`src/rtl/toggle_evt_pkg.sv`:
```
// rtl/toggle_evt_pkg.sv - shared constants and width helpers for the toggle event collector
package toggle_evt_pkg;

    localparam int MIN_SYNC_STAGES = 2;
    localparam int MAX_CHANNELS    = 32;

    // Ceiling log2; clog2(1) = 0.
    function automatic int clog2(input int value);
        int r;
        r = 0;
        while ((1 << r) < value) begin
            r = r + 1;
        end
        return r;
    endfunction

    // Channel-index width, never narrower than one bit.
    function automatic int ch_width(input int channels);
        return (clog2(channels) < 1) ? 1 : clog2(channels);
    endfunction

endpackage

```
`src/rtl/toggle_edge_sync.sv`:
```
// rtl/toggle_edge_sync.sv - multi-flop synchroniser plus toggle-to-pulse edge detect for one channel
module toggle_edge_sync
    import toggle_evt_pkg::*;
#(
    parameter int SYNC_STAGES = 3
) (
    input  logic clk,
    input  logic rst_n,
    input  logic toggle_in,
    output logic pulse_out
);

    // Timing hook: toggle_in -> r_sync[0] is the asynchronous crossing; constrain it
    // with a false path / max delay on this instance's r_sync[0] D pin.
    (* ASYNC_REG = "TRUE" *) logic [SYNC_STAGES-1:0] r_sync;
    logic r_hist;
    logic r_pulse;

    // Shift the asynchronous level through the synchroniser, keep one history flop
    // and register the edge so the pulse is glitch-free and exactly one cycle wide.
    always_ff @(posedge clk or negedge rst_n) begin
        if (!rst_n) begin
            r_sync  <= '0;
            r_hist  <= 1'b0;
            r_pulse <= 1'b0;
        end else begin
            r_sync  <= {r_sync[SYNC_STAGES-2:0], toggle_in};
            r_hist  <= r_sync[SYNC_STAGES-1];
            r_pulse <= r_sync[SYNC_STAGES-1] ^ r_hist;
        end
    end

    assign pulse_out = r_pulse;

endmodule

```
`src/rtl/toggle_event_collector.sv`:
```
// rtl/toggle_event_collector.sv - multi-channel toggle receiver with pending counters and round-robin event port
module toggle_event_collector
    import toggle_evt_pkg::*;
#(
    parameter  int CHANNELS    = 4,
    parameter  int SYNC_STAGES = 3,
    parameter  int CNT_W       = 4,
    localparam int CH_W        = ch_width(CHANNELS)
) (
    input  logic                clk,
    input  logic                rst_n,
    input  logic [CHANNELS-1:0] toggle_in,
    output logic [CHANNELS-1:0] pulse_out,
    output logic                evt_valid,
    input  logic                evt_ready,
    output logic [CH_W-1:0]     evt_chan,
    output logic [CHANNELS-1:0] overflow,
    input  logic                ovf_clr,
    output logic                pending_any
);

    localparam int              IDX_W   = CH_W + 1;
    localparam logic [CNT_W-1:0] CNT_MAX = '1;

    if (SYNC_STAGES < MIN_SYNC_STAGES) begin : g_bad_sync_stages
        $error("toggle_event_collector: SYNC_STAGES must be at least %0d", MIN_SYNC_STAGES);
    end
    if (CHANNELS < 1 || CHANNELS > MAX_CHANNELS) begin : g_bad_channels
        $error("toggle_event_collector: CHANNELS must be in 1..%0d", MAX_CHANNELS);
    end

    logic [CHANNELS-1:0] w_pulse;
    logic [CNT_W-1:0]    r_cnt [CHANNELS];
    logic [CHANNELS-1:0] r_ovf;
    logic [CH_W-1:0]     r_rr_ptr;
    logic                r_evt_valid;
    logic [CH_W-1:0]     r_evt_chan;

    logic [CHANNELS-1:0] w_nonzero;
    logic                w_any;
    logic [CH_W-1:0]     w_cand [CHANNELS];
    logic                w_found;
    logic [CH_W-1:0]     w_pick;
    logic                w_load;
    logic [CHANNELS-1:0] w_dec;
    logic [CH_W-1:0]     w_next_ptr;

    for (genvar g = 0; g < CHANNELS; g++) begin : g_chan
        logic [IDX_W-1:0] w_sum;

        toggle_edge_sync #(
            .SYNC_STAGES (SYNC_STAGES)
        ) u_sync (
            .clk       (clk),
            .rst_n     (rst_n),
            .toggle_in (toggle_in[g]),
            .pulse_out (w_pulse[g])
        );

        // Candidate channel g positions after the RR pointer, wrapped modulo CHANNELS.
        assign w_sum     = {1'b0, r_rr_ptr} + IDX_W'(g);
        assign w_cand[g] = (w_sum >= IDX_W'(CHANNELS)) ? CH_W'(w_sum - IDX_W'(CHANNELS))
                                                      : CH_W'(w_sum);
    end

    // Flag channels with queued events; pending_any looks only at the counters.
    always_comb begin
        for (int c = 0; c < CHANNELS; c++) begin
            w_nonzero[c] = (r_cnt[c] != '0);
        end
    end

    assign w_any = |w_nonzero;

    // Round-robin pick: first non-zero counter at or after the pointer.
    always_comb begin
        w_found = 1'b0;
        w_pick  = '0;
        for (int i = 0; i < CHANNELS; i++) begin
            if (!w_found && w_nonzero[w_cand[i]]) begin
                w_found = 1'b1;
                w_pick  = w_cand[i];
            end
        end
    end

    assign w_load     = (!r_evt_valid || evt_ready) && w_any;
    assign w_next_ptr = (w_pick == CH_W'(CHANNELS - 1)) ? '0 : w_pick + CH_W'(1);

    // One-hot decrement for the channel moved into the output register.
    always_comb begin
        w_dec = '0;
        if (w_load) begin
            w_dec[w_pick] = 1'b1;
        end
    end

    // Pending counters: +1 on pulse, -1 on load, unchanged on both, saturate at max.
    always_ff @(posedge clk or negedge rst_n) begin
        if (!rst_n) begin
            for (int c = 0; c < CHANNELS; c++) begin
                r_cnt[c] <= '0;
            end
        end else begin
            for (int c = 0; c < CHANNELS; c++) begin
                case ({w_pulse[c], w_dec[c]})
                    2'b10: begin
                        if (r_cnt[c] != CNT_MAX) begin
                            r_cnt[c] <= r_cnt[c] + CNT_W'(1);
                        end
                    end
                    2'b01:   r_cnt[c] <= r_cnt[c] - CNT_W'(1);
                    default: r_cnt[c] <= r_cnt[c];
                endcase
            end
        end
    end

    // Sticky overflow per channel; a new drop in the same cycle as a clear wins.
    always_ff @(posedge clk or negedge rst_n) begin
        if (!rst_n) begin
            r_ovf <= '0;
        end else begin
            for (int c = 0; c < CHANNELS; c++) begin
                if (w_pulse[c] && !w_dec[c] && (r_cnt[c] == CNT_MAX)) begin
                    r_ovf[c] <= 1'b1;
                end else if (ovf_clr) begin
                    r_ovf[c] <= 1'b0;
                end
            end
        end
    end

    // Output register and RR pointer: load when empty or being accepted, hold under backpressure.
    always_ff @(posedge clk or negedge rst_n) begin
        if (!rst_n) begin
            r_evt_valid <= 1'b0;
            r_evt_chan  <= '0;
            r_rr_ptr    <= '0;
        end else if (w_load) begin
            r_evt_valid <= 1'b1;
            r_evt_chan  <= w_pick;
            r_rr_ptr    <= w_next_ptr;
        end else if (evt_ready) begin
            r_evt_valid <= 1'b0;
        end
    end

    assign pulse_out   = w_pulse;
    assign evt_valid   = r_evt_valid;
    assign evt_chan    = r_evt_chan;
    assign overflow    = r_ovf;
    assign pending_any = w_any;

endmodule

```
`config.mk`:
```
export PLATFORM = sky130hd
export DESIGN_NAME = toggle_event_collector
export DESIGN_NICKNAME = d
export VERILOG_FILES = /design/src/rtl/toggle_evt_pkg.sv /design/src/rtl/toggle_edge_sync.sv /design/src/rtl/toggle_event_collector.sv
export SDC_FILE = /design/constraint.sdc
export NUM_CORES = 1
export LEC_CHECK = 0
export BUFFER_PORTS_ARGS = -buffer_cell sky130_fd_sc_hd__buf_2
export CAP_MARGIN = 20
export CORE_UTILIZATION = 45
export CTS_CLUSTER_DIAMETER = 100
export CTS_CLUSTER_SIZE = 25
export DETAILED_ROUTE_END_ITERATION = 10
export RECOVER_POWER = 50
export SYNTH_ARGS = -nofsm -noshare
export SYNTH_HDL_FRONTEND = slang
export SYNTH_HIERARCHICAL = 1
export SYNTH_SLANG_ARGS = --single-unit
```
`constraint.sdc`:
```
create_clock -name clk -period 3.78 [get_ports clk]
set_clock_uncertainty 0.2 [all_clocks]
set_input_delay 0.189 -clock clk [delete_from_list [all_inputs] [get_ports clk]]
set_output_delay 0.189 -clock clk [all_outputs]
set_load 0.01 [all_outputs]
```
-- Word level (Yosys, flattened, before mapping)
Index checks and enable logic that the tools add are counted.
- add/sub/neg operators: 16
- $lt $le $gt $ge: 10
- equal/unequal tests: 21
- muxes and demuxes: 38
- bitwise logic cells: 4
- reductions and logical operators: 40
- operators with widths (cell ; count):
    $pmux 4 s2 ; 4
    $mux 4 ; 5
    $mux 2 ; 9
    $reduce_bool 2->1 ; 9
    $add 4x1->4 const B ; 4
    $eq 4x4->1 const B ; 4
    $ne 4x4->1 const B ; 4
    $reduce_bool 4->1 ; 4
    $sub 4x1->4 const B ; 4
    $lt 2x3->1 const B ; 5
    $mux 1 ; 15
    $logic_and 1x1->1 ; 13
    $eq 2x2->1 const B ; 5
    $ge 3x3->1 const B ; 3
    $bmux 1 s2 ; 4
    $eq 2x1->1 const B ; 4
    $logic_not 1->1 ; 8
    $ne 2x2->1 const B ; 4
    $reduce_and 2->1 ; 4
    $sub 2x1->2 const B ; 4
    $add 2x2->3 const B ; 2
    $reduce_or 4->1 ; 1
    $xor 1x1->1 ; 4
    $add 2x1->3 const B ; 1
    5 further kinds ; 5
- flip-flop bits (word level): 45
- input bits: 8
- output and inout bits: 12
- logic and storage cells: 152

-- Longest topological paths before layout
- word-level depth: 23
- mapped depth: 15
- mapped depth without buffers: 14

-- Hierarchy
The synthesis kept the hierarchy.
- modules (own cells, without submodules) (module ; times used ; cells each ; area each (um2) ; sequential area each (um2)):
    toggle_event_collector ; 1 ; 177 ; 1755.4 ; 625.6
    toggle_edge_sync ; 4 ; 6 ; 133.9 ; 125.1

-- Worst setup path after synthesis
OpenSTA, ideal clock, no wires.
- path kind: reg-to-reg
- from: reg r_cnt[9] in the netlist's numbering
- to: reg r_cnt[1] in the netlist's numbering
- library setup time: 0.143 ns
- arrival time: 2.887 ns
- required time: 3.437 ns
- slack: 0.550 ns
- cell stages (with the launch flop): 15
- path buffers: 1
- period minus slack after synthesis: 3.230 ns
- cells stage by stage: dfrtp_1 > buf_6 > nor4_2 > o21ai_0 > a21o_1 > a22o_1 > inv_1 > ha_1 > nand2_2 > nor2_1 > xor2_1 > ha_1 > and3_2 > a211oi_1 > a31oi_1
- word-level cells in the longest chain between the ends: 21
- elaborated cells on any way between the ends: 36
- classes of those cells: 2 x order compare; 3 x eq/ne; 19 x mux; 12 x reduce/logical
- ends and longest elaborated chain (what ; RTL line ; RTL):
    start, declared ; toggle_event_collector.sv:33 ; logic [CNT_W-1:0] r_cnt [CHANNELS];
    start signal, assigned by index ; toggle_event_collector.sv:109 ; r_cnt[c] <= r_cnt[c] + CNT_W'(1);
    start signal, assigned by index ; toggle_event_collector.sv:112 ; 2'b01: r_cnt[c] <= r_cnt[c] - CNT_W'(1);
    start signal, assigned by index ; toggle_event_collector.sv:113 ; default: r_cnt[c] <= r_cnt[c];
    $reduce_bool 4->1 * ; toggle_event_collector.sv:69 ; w_nonzero[c] = (r_cnt[c] != '0);
    $bmux 1 s2 ; toggle_event_collector.sv:80 ; if (!w_found && w_nonzero[w_cand[i]]) begin
    $mux 1 (not written as such) ; toggle_event_collector.sv:80 ;
    $mux 1 ; toggle_event_collector.sv:80 ;
    $logic_not 1->1 ; toggle_event_collector.sv:80 ;
    $logic_and 1x1->1 ; toggle_event_collector.sv:80 ;
    $mux 1 ; toggle_event_collector.sv:80 ;
    $logic_not 1->1 ; toggle_event_collector.sv:80 ;
    (+5 left out) ; -- ;
    named net w_pick[1] ; toggle_event_collector.sv:43 ; logic [CH_W-1:0] w_pick;
    $lt 2x3->1 (not written as such) / $ge 2x1->1 (equally long branches) ; toggle_event_collector.sv:94 ; w_dec[w_pick] = 1'b1;
    $logic_and 1x1->1 (not written as such) ; toggle_event_collector.sv:94 ;
    $mux 1 (not written as such) ; toggle_event_collector.sv:94 ;
    $demux 1 s2 * ; toggle_event_collector.sv:94 ;
    $mux 4 * ; toggle_event_collector.sv:93 ; if (w_load) begin
    $eq 2x2->1 / $eq 2x1->1 (equally long branches) ; toggle_event_collector.sv:106 ; case ({w_pulse[c], w_dec[c]})
    $ne 2x2->1 (no line) / $reduce_bool 2->1 (equally long branches) ; -- ;
    $reduce_and 2->1 (no line) ; -- ;
The timed path passes the listed nets; every way through them passes the cells marked *. The select of a mux whose other input is x is not followed.
A chain may end at the register's enable or synchronous reset.

-- Worst setup path in the final report
- from: reg r_cnt[13] in the netlist's numbering
- to: reg r_cnt[6] in the netlist's numbering
The elaborated chain is that of the path after synthesis.

==> flow_metrics.tcl <==
set metrics [dict create \
    power.leakage_nw 1.08 \
    yosysTopAreaCell "dfrtp_1" \
    min_period_ns 3.51 \
    ys_ff_latch 45 \
    yosysUniqueCellTypes 40 \
    cp-end-kind "flop" \
    fin_setup_tns_ns 0 \
    cts_setup_buffers 0 \
    critPathKind "reg -> reg" \
    post_drt_wl_per_cell_um 14.1 \
    gp_congestion 0.775 \
    yosys_warnings 6 \
    critical_path.max_fanout 9 \
    clkSlewWorstSetupHoldPaths_ns 0.09 \
    setup_viol 0 \
    overflow 0 \
    tightest_slew_ns 1.85 \
    place_area_sq_mm 0.00239 \
    vias 1569 \
    synth_xor_xnor_area_share 0.0726 \
    crit_path_frequent_cell "ha_1" \
    critPathBufInv 1 \
    grt_pass1_wl_um 7170 \
    final_net_count 243 \
    viasPerCell 5.32 \
    wl_um 4160 \
    outcome "finished with violations" \
    grt_max_degree 46 \
    cts_resized 0 \
    slowest_delay_ns 0.52 \
    drive_gt1_frac 0.237 \
    io_pins 20 \
    port_buffers 19 \
    holdWs_ns 0.155 \
    dieArea_sq_mm 0.00538 \
    synth_simple_gate_area_share 0.190 \
    synth_compound_area_frac 0.150 \
    ff2ff_setup_slack_ns 0.27 \
    antenna_found_initial 0 \
    critical_path.top_delay_family "simple AND/OR/NAND/NOR gates" \
    fillers 453 \
    rows 25 \
    dp_hpwl_um 2920 \
    synth_top_family_by_area "simple AND/OR/NAND/NOR gates" \
    crit_chain "nor4_2 -> o21ai_0 -> a21o_1 -> a22o_1 -> inv_1 -> ha_1 -> nand2_2 -> nor2_1 -> xor2_1 -> ha_1 -> nor3_1 -> and3_1 -> a41oi_1 -> xnor2_1" \
    dr.pass1.iters 4 \
    max_slew_margin -0.234 \
    coreArea_sq_mm 0.00482 \
    maxCapViolCount 1 \
    yosysSeqAreaShare 0.492 \
    clk_latency_ns 0.30 \
    grt_pass1_vias 1522 \
    vdd_drop_max_mv 0.241 \
    violations "max-capacitance violations, max-slew violations" \
    hold_class "in -> async" \
    synth_area_leaders "dfrtp_1 49%, xor2_1 5.7%, ha_1 4.4%" \
    drt_iter0_drc 43 \
    synthMuxAreaShare 0.00437 \
    finalCritPeriodShare 0.929 \
    synthAdderAreaFrac 0.0437 \
    start_kind "flop" \
    rsz0062_at_grt "false" \
    cp.required_ns 3.81 \
    cp.arrival_ns 3.54 \
    synthesis.area_sq_mm 0.00229 \
    start_util 0.476 \
    syn_to_final_growth_pct 11.7 \
    clk_path_buf_depth 2 \
    cts_max_level 2 \
    design_area_sq_mm 0.00256 \
    max_freq_mhz 285 \
    syn_nets 217 \
    power_density_mw_per_mm2 686 \
    avgSynthCellArea_sq_um 11.4 \
    n_antenna_cell 0 \
    gr-usage-all-layers 0.176 \
    antenna_left 0 \
    synth_cells 201 \
    dieWidth_um 73.4 \
    cp_slowest_cell "nor4_2" \
    clock_sinks 45 \
    die_y_um 73.4 \
    cts_tree "yes" \
    cts_buffers 5 \
    slew_viol_final 37 \
    synth_top_area_frac 0.492 \
    cts-root-buf "clkbuf_8" \
    drc 0 \
    hold_viol 0 \
]
==> metal layers <==
metal	routed length (um)	global-route usage	up-vias
met1	1940	0.222	764
met5	0	0	-
met3	111	0.0412	2
li1	-	-	783
met2	2100	0.303	20
met4	8	0.0513	0
==> metrics by stage <==
step / power, mW / setup WS [ns] / cells / utilization
floorplan: 1.33 / 0.550 / 201 / -
global placement: 1.41 / 0.410 / 279 / 0.497
detailed placement: 1.45 / 0.283 / 279 / 0.497
CTS: 1.77 / 0.246 / 294 / 0.531
global route: 1.89 / 0.0264 / 295 / 0.531
finish: 1.75 / 0.270 / 295 / 0.531
==> cell usage in the layout, fill, tap and decap left out, drive strengths merged, types with 2 or more instances in the layout <==
cell         Yosys  layout
a211oi           4       4
a21bo            4       4
a31oi            4       4
a41oi            5       5
and3            13      13
buf              6      19
clkbuf           3       7
dfrtp           45      45
dlygate4sd3      0       7
ha               8       8
inv              7       8
nand2           15      15
nand2b           2       2
nand3           13      13
nand4            5       5
nor2             8       8
nor3             5       5
nor4             7       7
o21ai           12      12
o22ai            8       8
xnor2            4       4
xor2            15      15
==> report_power, final <==
| group | total, mW | switching (mW) | internal, mW |
|---|---|---|---|
| clock network | 0.302 | 0.169 | 0.133 |
| logic | 0.628 | 0.320 | 0.307 |
| registers | 0.824 | 0.217 | 0.608 |
| total | 1.75 | 0.706 | 1.05 |
==> what timing repair did <==
item                                   in CTS  in global routing
endpoints found under the hold margin      54                  0
setup endpoints to repair                   0                  0
hold buffers                                7                  0
==> Yosys cell counts (all sizes together) <==
library cell  count
dfrtp            45
nand2            15
xor2             15
and3             13
nand3            13
o21ai            12
ha                8
nor2              8
o22ai             8
inv               7
nor4              7
buf               6
a41oi             5
nand4             5
nor3              5
a211oi            4
a21bo             4
a31oi             4
xnor2             4
clkbuf            3
nand2b            2
a211o             1
a21o              1
a21oi             1
a22o              1
and2b             1
mux2i             1
o211ai            1
or4               1
==> flip-flops by register name, summed over array words and instances (netlist names) <==
name	cells
r_cnt	16
g_chan.u_sync/r_sync	12
g_chan.u_sync/pulse_out	4
g_chan.u_sync/r_hist	4
overflow	4
evt_chan	2
r_rr_ptr	2
evt_valid	1
==> kinds of logic after synthesis <==
| kind of cell | Yosys count |
|---|---|
| xor+xnor | 19 |
| mux | 1 |
| buf+inv | 16 |
| simple gates | 70 |
| flops | 45 |
| fa+ha+maj | 8 |
| compound gates | 42 |
==> worst paths after layout <==
path,from,end,depth (start not counted)
max,r_cnt[13],r_cnt[6],14
min,rst_n,r_cnt[9],2
max reg2reg,r_cnt[13],r_cnt[6],14
min reg2reg,g_chan[3].u_sync/r_sync[0],g_chan[3].u_sync/r_sync[1],0
max in group asynchronous,rst_n,r_cnt[12],3
min in group clk,g_chan[3].u_sync/r_sync[0],g_chan[3].u_sync/r_sync[1],0
==> final cells by class <==
cell class | instances | area, sq um | area share
multi-input combinational | 140 | 1050 | 0.412
timing repair buffer | 28 | 175 | 0.0685
sequential | 45 | 1130 | 0.440
inverter | 7 | 26.3 | 0.0103
clock buffer | 5 | 68.8 | 0.0269
tap | 67 | 83.8 | 0.0328
clock inverter | 3 | 25.0 | 0.00978
Note: power is estimated with default switching activity, not from simulation.
